$ cat src/rtl/seq_pkg.sv
// ---------------------------------------------------------------------------
// seq_pkg
// Shared definitions for the operand sequencer: default data and register
// address widths, the ALU opcode encoding and the sequencer state encoding.
// ---------------------------------------------------------------------------
package seq_pkg;

    localparam int DW = 8;
    localparam int AW = 3;

    typedef enum logic [2:0] {
        OP_ADD  = 3'b000,
        OP_SUB  = 3'b001,
        OP_AND  = 3'b010,
        OP_OR   = 3'b011,
        OP_XOR  = 3'b100,
        OP_SHL1 = 3'b101,
        OP_SHR1 = 3'b110,
        OP_PASS = 3'b111
    } op_e;

    typedef enum logic [1:0] {
        ST_IDLE = 2'b00,
        ST_READ = 2'b01,
        ST_EXEC = 2'b10,
        ST_WB   = 2'b11
    } state_e;

endpackage

$ cat src/rtl/seq_alu.sv
// ---------------------------------------------------------------------------
// seq_alu
// Purely combinational arithmetic/logic unit for the operand sequencer.
// Ports:
//   a_i      - operand A (DW bits)
//   b_i      - operand B (DW bits)
//   op_i     - operation select (op_e)
//   result_o - DW-bit result
//   carry_o  - carry out (ADD), borrow (SUB), shifted-out bit (SHL1/SHR1),
//              zero for the logical ops and PASS
// ---------------------------------------------------------------------------
module seq_alu
    import seq_pkg::*;
#(
    parameter int DW = seq_pkg::DW
) (
    input  logic [DW-1:0] a_i,
    input  logic [DW-1:0] b_i,
    input  op_e           op_i,
    output logic [DW-1:0] result_o,
    output logic          carry_o
);

    // One extra bit on the adder so the carry falls out of the MSB.
    logic [DW:0] sum;
    assign sum = {1'b0, a_i} + {1'b0, b_i};

    always_comb begin
        result_o = '0;
        carry_o  = 1'b0;
        unique case (op_i)
            OP_ADD: begin
                result_o = sum[DW-1:0];
                carry_o  = sum[DW];
            end
            OP_SUB: begin
                result_o = a_i - b_i;
                carry_o  = (a_i < b_i);
            end
            OP_AND:  result_o = a_i & b_i;
            OP_OR:   result_o = a_i | b_i;
            OP_XOR:  result_o = a_i ^ b_i;
            OP_SHL1: begin
                result_o = {a_i[DW-2:0], 1'b0};
                carry_o  = a_i[DW-1];
            end
            OP_SHR1: begin
                result_o = {1'b0, a_i[DW-1:1]};
                carry_o  = a_i[0];
            end
            OP_PASS: result_o = b_i;
            default: begin
                result_o = '0;
                carry_o  = 1'b0;
            end
        endcase
    end

endmodule

$ cat src/rtl/operand_sequencer.sv
// ---------------------------------------------------------------------------
// operand_sequencer
// Four-phase instruction sequencer: accepts one instruction, reads its
// operands from an external register file, executes it on seq_alu and writes
// the result back. Every phase takes one clock edge with cen high.
// Ports:
//   clk, rst (sync, active-low), cen (clock enable)
//   instr_valid_i / instr_ready_o      - instruction handshake
//   op_i, rs_i, rs2_i, rd_i            - opcode and register addresses
//   imm_i, use_imm_i                   - immediate and immediate-as-B select
//   rf_rs_o, rf_rs2_o                  - register-file read addresses
//   rf_rs_dat_i, rf_rs2_dat_i          - combinational register-file data
//   rf_rd_o, rf_dat_o, rf_we_o         - register-file write port
//   result_o, zero_o, carry_o          - last result and flags
//   done_o                             - one-cycle completion pulse
// The external register file uses an active-high reset; the integrating
// level feeds it the inverse of rst.
// ---------------------------------------------------------------------------
module operand_sequencer
    import seq_pkg::*;
#(
    parameter int DW = seq_pkg::DW,
    parameter int AW = seq_pkg::AW
) (
    input  logic          clk,
    input  logic          rst,
    input  logic          cen,
    input  logic          instr_valid_i,
    output logic          instr_ready_o,
    input  logic [2:0]    op_i,
    input  logic [AW-1:0] rs_i,
    input  logic [AW-1:0] rs2_i,
    input  logic [AW-1:0] rd_i,
    input  logic [DW-1:0] imm_i,
    input  logic          use_imm_i,
    output logic [AW-1:0] rf_rs_o,
    output logic [AW-1:0] rf_rs2_o,
    input  logic [DW-1:0] rf_rs_dat_i,
    input  logic [DW-1:0] rf_rs2_dat_i,
    output logic [AW-1:0] rf_rd_o,
    output logic [DW-1:0] rf_dat_o,
    output logic          rf_we_o,
    output logic [DW-1:0] result_o,
    output logic          zero_o,
    output logic          carry_o,
    output logic          done_o
);

    state_e        state_q,   state_d;
    op_e           op_q,      op_d;
    logic [AW-1:0] rs_q,      rs_d;
    logic [AW-1:0] rs2_q,     rs2_d;
    logic [AW-1:0] rd_q,      rd_d;
    logic [DW-1:0] imm_q,     imm_d;
    logic          use_imm_q, use_imm_d;
    logic [DW-1:0] a_q,       a_d;
    logic [DW-1:0] b_q,       b_d;
    logic [DW-1:0] result_q,  result_d;
    logic          zero_q,    zero_d;
    logic          carry_q,   carry_d;

    logic [DW-1:0] alu_result;
    logic          alu_carry;

    seq_alu #(.DW(DW)) u_alu (
        .a_i      (a_q),
        .b_i      (b_q),
        .op_i     (op_q),
        .result_o (alu_result),
        .carry_o  (alu_carry)
    );

    // Next-state logic. Everything holds unless cen is high, so a low cen
    // freezes the sequencer mid-instruction without losing any context.
    always_comb begin
        state_d   = state_q;
        op_d      = op_q;
        rs_d      = rs_q;
        rs2_d     = rs2_q;
        rd_d      = rd_q;
        imm_d     = imm_q;
        use_imm_d = use_imm_q;
        a_d       = a_q;
        b_d       = b_q;
        result_d  = result_q;
        zero_d    = zero_q;
        carry_d   = carry_q;

        if (cen) begin
            unique case (state_q)
                ST_IDLE: begin
                    if (instr_valid_i) begin
                        op_d      = op_e'(op_i);
                        rs_d      = rs_i;
                        rs2_d     = rs2_i;
                        rd_d      = rd_i;
                        imm_d     = imm_i;
                        use_imm_d = use_imm_i;
                        state_d   = ST_READ;
                    end
                end
                ST_READ: begin
                    // Operands are captured here, before write-back, so an
                    // instruction whose rd aliases rs/rs2 sees the old value.
                    a_d     = rf_rs_dat_i;
                    b_d     = use_imm_q ? imm_q : rf_rs2_dat_i;
                    state_d = ST_EXEC;
                end
                ST_EXEC: begin
                    result_d = alu_result;
                    carry_d  = alu_carry;
                    zero_d   = (alu_result == '0);
                    state_d  = ST_WB;
                end
                ST_WB: begin
                    state_d = ST_IDLE;
                end
                default: begin
                    state_d = ST_IDLE;
                end
            endcase
        end
    end

    // State and latched-field registers with synchronous active-low reset;
    // reset wins over cen.
    always_ff @(posedge clk) begin
        if (!rst) begin
            state_q   <= ST_IDLE;
            op_q      <= OP_ADD;
            rs_q      <= '0;
            rs2_q     <= '0;
            rd_q      <= '0;
            imm_q     <= '0;
            use_imm_q <= 1'b0;
            a_q       <= '0;
            b_q       <= '0;
            result_q  <= '0;
            zero_q    <= 1'b0;
            carry_q   <= 1'b0;
        end else begin
            state_q   <= state_d;
            op_q      <= op_d;
            rs_q      <= rs_d;
            rs2_q     <= rs2_d;
            rd_q      <= rd_d;
            imm_q     <= imm_d;
            use_imm_q <= use_imm_d;
            a_q       <= a_d;
            b_q       <= b_d;
            result_q  <= result_d;
            zero_q    <= zero_d;
            carry_q   <= carry_d;
        end
    end

    // Register-file addresses and write data come only from latched state,
    // so there is no combinational path from the instruction inputs. The
    // write enable and done pulse are gated by cen so a stalled WB never
    // writes.
    always_comb begin
        instr_ready_o = (state_q == ST_IDLE);
        rf_rs_o       = rs_q;
        rf_rs2_o      = rs2_q;
        rf_rd_o       = rd_q;
        rf_dat_o      = result_q;
        rf_we_o       = (state_q == ST_WB) && cen;
        done_o        = (state_q == ST_WB) && cen;
        result_o      = result_q;
        zero_o        = zero_q;
        carry_o       = carry_q;
    end

endmodule

$ cat config.mk
export PLATFORM = sky130hd
export DESIGN_NAME = operand_sequencer
export DESIGN_NICKNAME = d
export VERILOG_FILES = /design/src/rtl/seq_pkg.sv /design/src/rtl/seq_alu.sv /design/src/rtl/operand_sequencer.sv
export SDC_FILE = /design/constraint.sdc
export NUM_CORES = 1
export LEC_CHECK = 0
export BUFFER_PORTS_ARGS = -buffer_cell sky130_fd_sc_hd__buf_2
export CAP_MARGIN = 30
export CORE_ASPECT_RATIO = 1.5
export CORE_UTILIZATION = 50
export CTS_BUF_LIST = sky130_fd_sc_hd__clkbuf_16
export DETAILED_ROUTE_END_ITERATION = 8
export GPL_TIMING_DRIVEN = 1
export PLACE_DENSITY = 0.83
export SKIP_CTS_REPAIR_TIMING = 1
export SYNTH_ARGS = -nofsm -noshare
export SYNTH_HDL_FRONTEND = slang
export SYNTH_SLANG_ARGS = --single-unit
$ cat constraint.sdc
create_clock -name clk -period 2.2 [get_ports clk]
set_input_delay 0.33 -clock clk [delete_from_list [all_inputs] [get_ports clk]]
set_output_delay 0.33 -clock clk [all_outputs]
set_load 0.05 [all_outputs]
==> results of run 1 <==
## cell usage in the layout, fill, tap and decap left out, drive strengths merged, types with 3 or more instances in the layout
cell type  count
a211oi         5
a21boi        30
a21oi         13
a221oi         5
and2           5
buf          110
clkbuf         5
dfxtp         49
ha            28
inv           34
mux2i         16
nand2         87
nand2b         6
nand3         14
nor2          17
nor2b          4
nor3           3
o211a         11
o211ai         5
o21ai         21
xnor2          4
## power breakdown
part           switching (uW)  internal, uW
sequential               44.9           932
combinational             396           287
clock                     332           534
total                     773          1750
## cell families (layout without fill, tap and decap cells)
| logic type | after synthesis | after routing | synth area share |
|---|---|---|---|
| and+or+nand+nor | 147 | 147 | 0.190 |
| adders and majority gates | 30 | 30 | 0.115 |
| buffers and inverters | 69 | 151 | 0.0915 |
| xor gates and xnor gates | 5 | 5 | 0.0129 |
| DFF | 49 | 49 | 0.289 |
| muxes | 19 | 19 | 0.0649 |
| AOI/OAI and AO/OA | 111 | 111 | 0.236 |
## routing by layer
metal | share of wire | track usage | vias up
li1 | - | - | 1621
met1 | 0.39 | 0.275 | 1555
met2 | 0.53 | 0.467 | 91
met3 | 0.043 | 0.0440 | 21
met4 | 0.033 | 0.135 | 0
met5 | 0 | 0 | -
## Yosys cell counts, types with 12 or more instances
library cell	count	area, um^2
nand2_1	87	327
dfxtp_1	49	981
inv_1	31	116
a21boi_0	30	225
ha_1	28	350
o21ai_0	20	100
clkbuf_1	19	71.3
nor2_1	17	63.8
mux2i_1	16	160
nand3_1	14	70.1
a21oi_1	13	65.1
buf_4	12	90.1
## final cells by class
class                   count  area [um^2]  area share
clock buffers               5          125      0.0293
multi-input cells         312         2230       0.524
clock inverters             3         42.5     0.00997
well taps                  76         95.1      0.0223
flip-flops and latches     49          991       0.232
repair buffers            110          651       0.153
inverters                  33          126      0.0296
## state kept, by name, indices dropped and copies added (netlist names)
name and flops:
result_o 8, rf_rs2_o 3, b_q 8, a_q 8, zero_o 1, carry_o 1
rf_rd_o 3, rf_rs_o 3, state_q 2, use_imm_q 1, imm_q 8, op_q 3
## critical path: stages, from the launching register on
cell and delay [ns]:
dfxtp_4 0.37, inv_4 0.04, ha_4 0.15, inv_2 0.06, fa_2 0.42, a32o_1 0.21, nor2_1 0.11, a32oi_1 0.06
buf_4 0.16, nor4_4 0.24, nand4_1 0.11, o21ai_1 0.15
## metrics by stage
step | setup TNS [ns] | instances | hold WS [ns] | power [uW] | cell area, um^2
floorplan | 0 | 430 | 0.443 | 1420 | 3390
global placement | -0.172 | 578 | 0.448 | 1610 | 3940
detailed placement | -0.361 | 578 | 0.457 | 1620 | 3940
CTS | -0.499 | 586 | 0.279 | 2480 | 4100
global route | -0.151 | 588 | 0.282 | 2640 | 4270
finish | 0 | 588 | 0.278 | 2530 | 4270
## worst max-delay path by stage
stage	from	endpoint	slack, ns	cells after the start
global placement	a_q[0]	result_o[4]	-0.11	9
floorplan	a_q[1]	zero_o	0.16	9
CTS	a_q[0]	result_o[4]	-0.18	9
detailed placement	a_q[0]	result_o[4]	-0.17	9
finish	a_q[0]	zero_o	0.06	11
global route	a_q[0]	zero_o	-0.08	11
==> results.json, run 1 <==
{
  "outcome": "finished clean",
  "setup_slack_ns": 0.0591,
  "hpwlAfterDp_um": 6820,
  "path_clk_slew_ns": 0.06,
  "vdd_ir_drop_max_v": 0.000595,
  "yosysSeqAreaShare": 0.289,
  "dr_total_vias": 3288,
  "async_reset_ff_frac": 0,
  "start_kind": "flip-flop",
  "cts_buffers": 5,
  "ys_ff_latch": 49,
  "critPathKind": "flip-flop to flip-flop",
  "portBuffers": 70,
  "hp-class": "primary input to flip-flop",
  "first_pass_iters": 4,
  "core_area_mm2": 0.00653,
  "clockRootBuffer": "clkbuf_16",
  "pin_count": 71,
  "final.fill_count": 540,
  "final_antenna_net_count": 0,
  "hold_depth": 3,
  "r2r_setup_slack_ns": 0.06,
  "critPathMaxFanout": 4,
  "setup_viol": 0,
  "maxCapViolCount": 0,
  "drcViolationCount": 0,
  "min_from": "imm_i[5]",
  "synth_cell_type_count": 53,
  "insertion_delay_ns": 0.29,
  "cp.required_ns": 2.42,
  "die_x_um": 69.2,
  "die_h_um": 103,
  "utilization": 0.653,
  "dieArea_mm2": 0.00712,
  "min_period_ns": 2.14,
  "drive_gt1_frac": 0.299,
  "antenna_found_initial": 0,
  "drt-initial-drc-count": 139,
  "cts_max_level": 2,
  "arrival_ns": 2.36,
  "cp-end-kind": "flip-flop",
  "ff2ff_path_depth": 11,
  "wl_per_cell_um": 15.5,
  "synth_edf_count": 0,
  "hold_viol": 0,
  "syn_avg_cell_area_um2": 7.89,
  "grt_start_max_net_pins": 51,
  "p_per_area_mw_per_mm2": 592,
  "netlist_area_mm2": 0.00339,
  "syn_inst": 430,
  "antenna_cells": 0,
  "viasPerCell": 5.59,
  "fin_crit_sh": 0.973,
  "final_max_slew_viol_count": 0,
  "clock_sinks": 49,
  "ys_warn_count": 0,
  "cts_buffer_depth": 2,
  "max_slew_margin": 0.673,
  "syn2layout_area_growth_pct": 25.8,
  "pre_cts_ws_ns": -0.173,
  "synth_nets": 501,
  "rsz0062_at_grt": "yes",
  "reg2reg_to": "zero_o",
  "worst_pin_slew_ns": 0.490,
  "timing.rr.start": "a_q[0]",
  "worstHoldEndpoint": "imm_q[5]",
  "row_count": 36,
  "start_util": 0.519,
  "track_usage": 0.252,
  "tritoncts": "built",
  "synth_ff_type": "dfxtp_1",
  "grt_pass1_wl_um": 14300,
  "routed_wl_um": 9120,
  "nets": 582,
  "skew_ns": 0.00374,
  "place_congestion": 0.953,
  "p_leak_uw": 0.00192,
  "grt_pass1_vias": 3120,
  "fmax_ghz": 0.467,
  "grt_overflow": 0
}
Power figures use the tool's default switching activity.
==> run 2, diff against run 1 <==
--- a/config.mk
+++ b/config.mk
@@ -8,11 +8,11 @@
 export BUFFER_PORTS_ARGS = -buffer_cell sky130_fd_sc_hd__buf_2
 export CAP_MARGIN = 30
 export CORE_ASPECT_RATIO = 1.5
-export CORE_UTILIZATION = 50
+export CORE_UTILIZATION = 55
 export CTS_BUF_LIST = sky130_fd_sc_hd__clkbuf_16
 export DETAILED_ROUTE_END_ITERATION = 8
 export GPL_TIMING_DRIVEN = 1
-export PLACE_DENSITY = 0.83
+export PLACE_DENSITY = 0.89
 export SKIP_CTS_REPAIR_TIMING = 1
 export SYNTH_ARGS = -nofsm -noshare
 export SYNTH_HDL_FRONTEND = slang
==> run 2 against run 1 <==
  * Fmax increased by 0.38%
  * Clock-buffer cell count unchanged
  * Global-route usage increased by 2.3 points
  * Cell area decreased by 1.8%
  * Register-to-register slack about the same
  * Highest routed layer unchanged
==> results.json, run 2 (synthesis gave the netlist of run 1 again) <==
{
  "outcome": "finished clean",
  "final.fill_count": 434,
  "die_x_um": 66.1,
  "cp.required_ns": 2.42,
  "fin_crit_sh": 0.969,
  "setup_viol": 0,
  "tritoncts": "built",
  "fmax_ghz": 0.469,
  "track_usage": 0.276,
  "pin_count": 71,
  "viasPerCell": 5.68,
  "final_antenna_net_count": 0,
  "path_clk_slew_ns": 0.06,
  "start_util": 0.578,
  "dr.max_layer_used": "met4",
  "start_kind": "flip-flop",
  "grt_pass1_vias": 3128,
  "core_area_mm2": 0.00587,
  "grt_pass1_wl_um": 14100,
  "antenna_cells": 0,
  "dr_wl_met3_um": 370,
  "wl_per_cell_um": 14.8,
  "final_common_cell": "nand2_1",
  "met2_wirelength_um": 4400,
  "antenna_found_initial": 0,
  "clock_sinks": 49,
  "dr_total_vias": 3247,
  "insertion_delay_ns": 0.29,
  "vdd_ir_drop_max_v": 0.000558,
  "syn2layout_area_growth_pct": 23.6,
  "drt-initial-drc-count": 204,
  "arrival_ns": 2.35,
  "finalHoldWorstSlack_ns": 0.289,
  "drcViolationCount": 0,
  "wl_met1_um": 3380,
  "utilization": 0.714,
  "grt_start_max_net_pins": 51,
  "min_period_ns": 2.13,
  "p_per_area_mw_per_mm2": 598,
  "first_pass_iters": 5,
  "worst_pin_slew_ns": 0.539,
  "p_leak_uw": 0.00185,
  "drive_gt1_frac": 0.286,
  "cp-end-kind": "flip-flop",
  "routed_wl_um": 8490,
  "row_count": 34,
  "clockRootBuffer": "clkbuf_16",
  "stdcell_count": 572,
  "nets": 570,
  "final_cell_mix": "87 x nand2_1, 70 x buf_2, 44 x dfxtp_1",
  "cts_buffers": 5,
  "maxCapViolCount": 0,
  "skew_ns": 0.00388,
  "critPathKind": "flip-flop to flip-flop",
  "dp.cells": 563,
  "total_power_uw": 2500,
  "grt_overflow": 0,
  "place_congestion": 0.940,
  "portBuffers": 70,
  "critPathMaxFanout": 3,
  "dieArea_mm2": 0.00649,
  "final_max_slew_viol_count": 0,
  "hold_viol": 0,
  "die_h_um": 98.2,
  "cts_max_level": 2,
  "hpwlAfterDp_um": 6360,
  "cts_buffer_depth": 2,
  "hp-class": "primary input to flip-flop",
  "max_slew_margin": 0.639
}
[run 2: path summary, 6_finish.rpt]
kind                                  from          to  slack [ns]  cells past startpoint
worst min register to register  rf_rs_o[2]  rf_rs_o[2]        0.46                      2
worst max-delay path                a_q[0]      zero_o        0.07                     10
worst min-delay path              imm_i[5]    imm_q[5]        0.29                      3
worst max register to register      a_q[0]      zero_o        0.07                     10
[run 2: final cells by class]
cell class	count	area, um^2	share of cell area
clock buffer	5	125	0.0299
sequential	49	990	0.236
tap	72	90.1	0.0215
clock inverter	3	41.3	0.00985
inverter	33	124	0.0296
multi-input combinational	312	2240	0.534
timing repair buffer	98	581	0.139
[run 2: through the flow]
stage          TNS, ns  cell area (um^2)  setup slack [ns]
2_1_floorplan        0              3390             0.158
3_3_place_gp   -0.0139              3860           -0.0139
3_5_place_dp    -0.131              3860           -0.0894
4_1_cts         -0.204              4030            -0.112
5_1_grt        -0.0197              4190           -0.0150
6_report             0              4190            0.0672
[run 2: power breakdown]
group | switching (uW) | leakage, uW | internal (uW) | total (uW)
clock | 323 | 0.0000775 | 532 | 856
combinational | 398 | 0.00137 | 280 | 679
sequential | 37.4 | 0.000401 | 933 | 970
total | 759 | 0.00185 | 1750 | 2500
[run 2: critical path: stages, from the launching register on]
cell	delay [ns]
dfxtp_2	0.35
inv_2	0.05
ha_4	0.15
inv_1	0.06
fa_2	0.43
a32o_1	0.23
nor2_1	0.13
a32oi_1	0.14
nor4_2	0.27
nand4_1	0.11
o21ai_1	0.13
[run 2: layer usage]
| layer | track usage | vias to the layer above |
|---|---|---|
| met2 | 0.480 | 113 |
| li1 | - | 1600 |
| met5 | 0 | - |
| met3 | 0.0397 | 24 |
| met4 | 0.134 | 0 |
| met1 | 0.321 | 1510 |
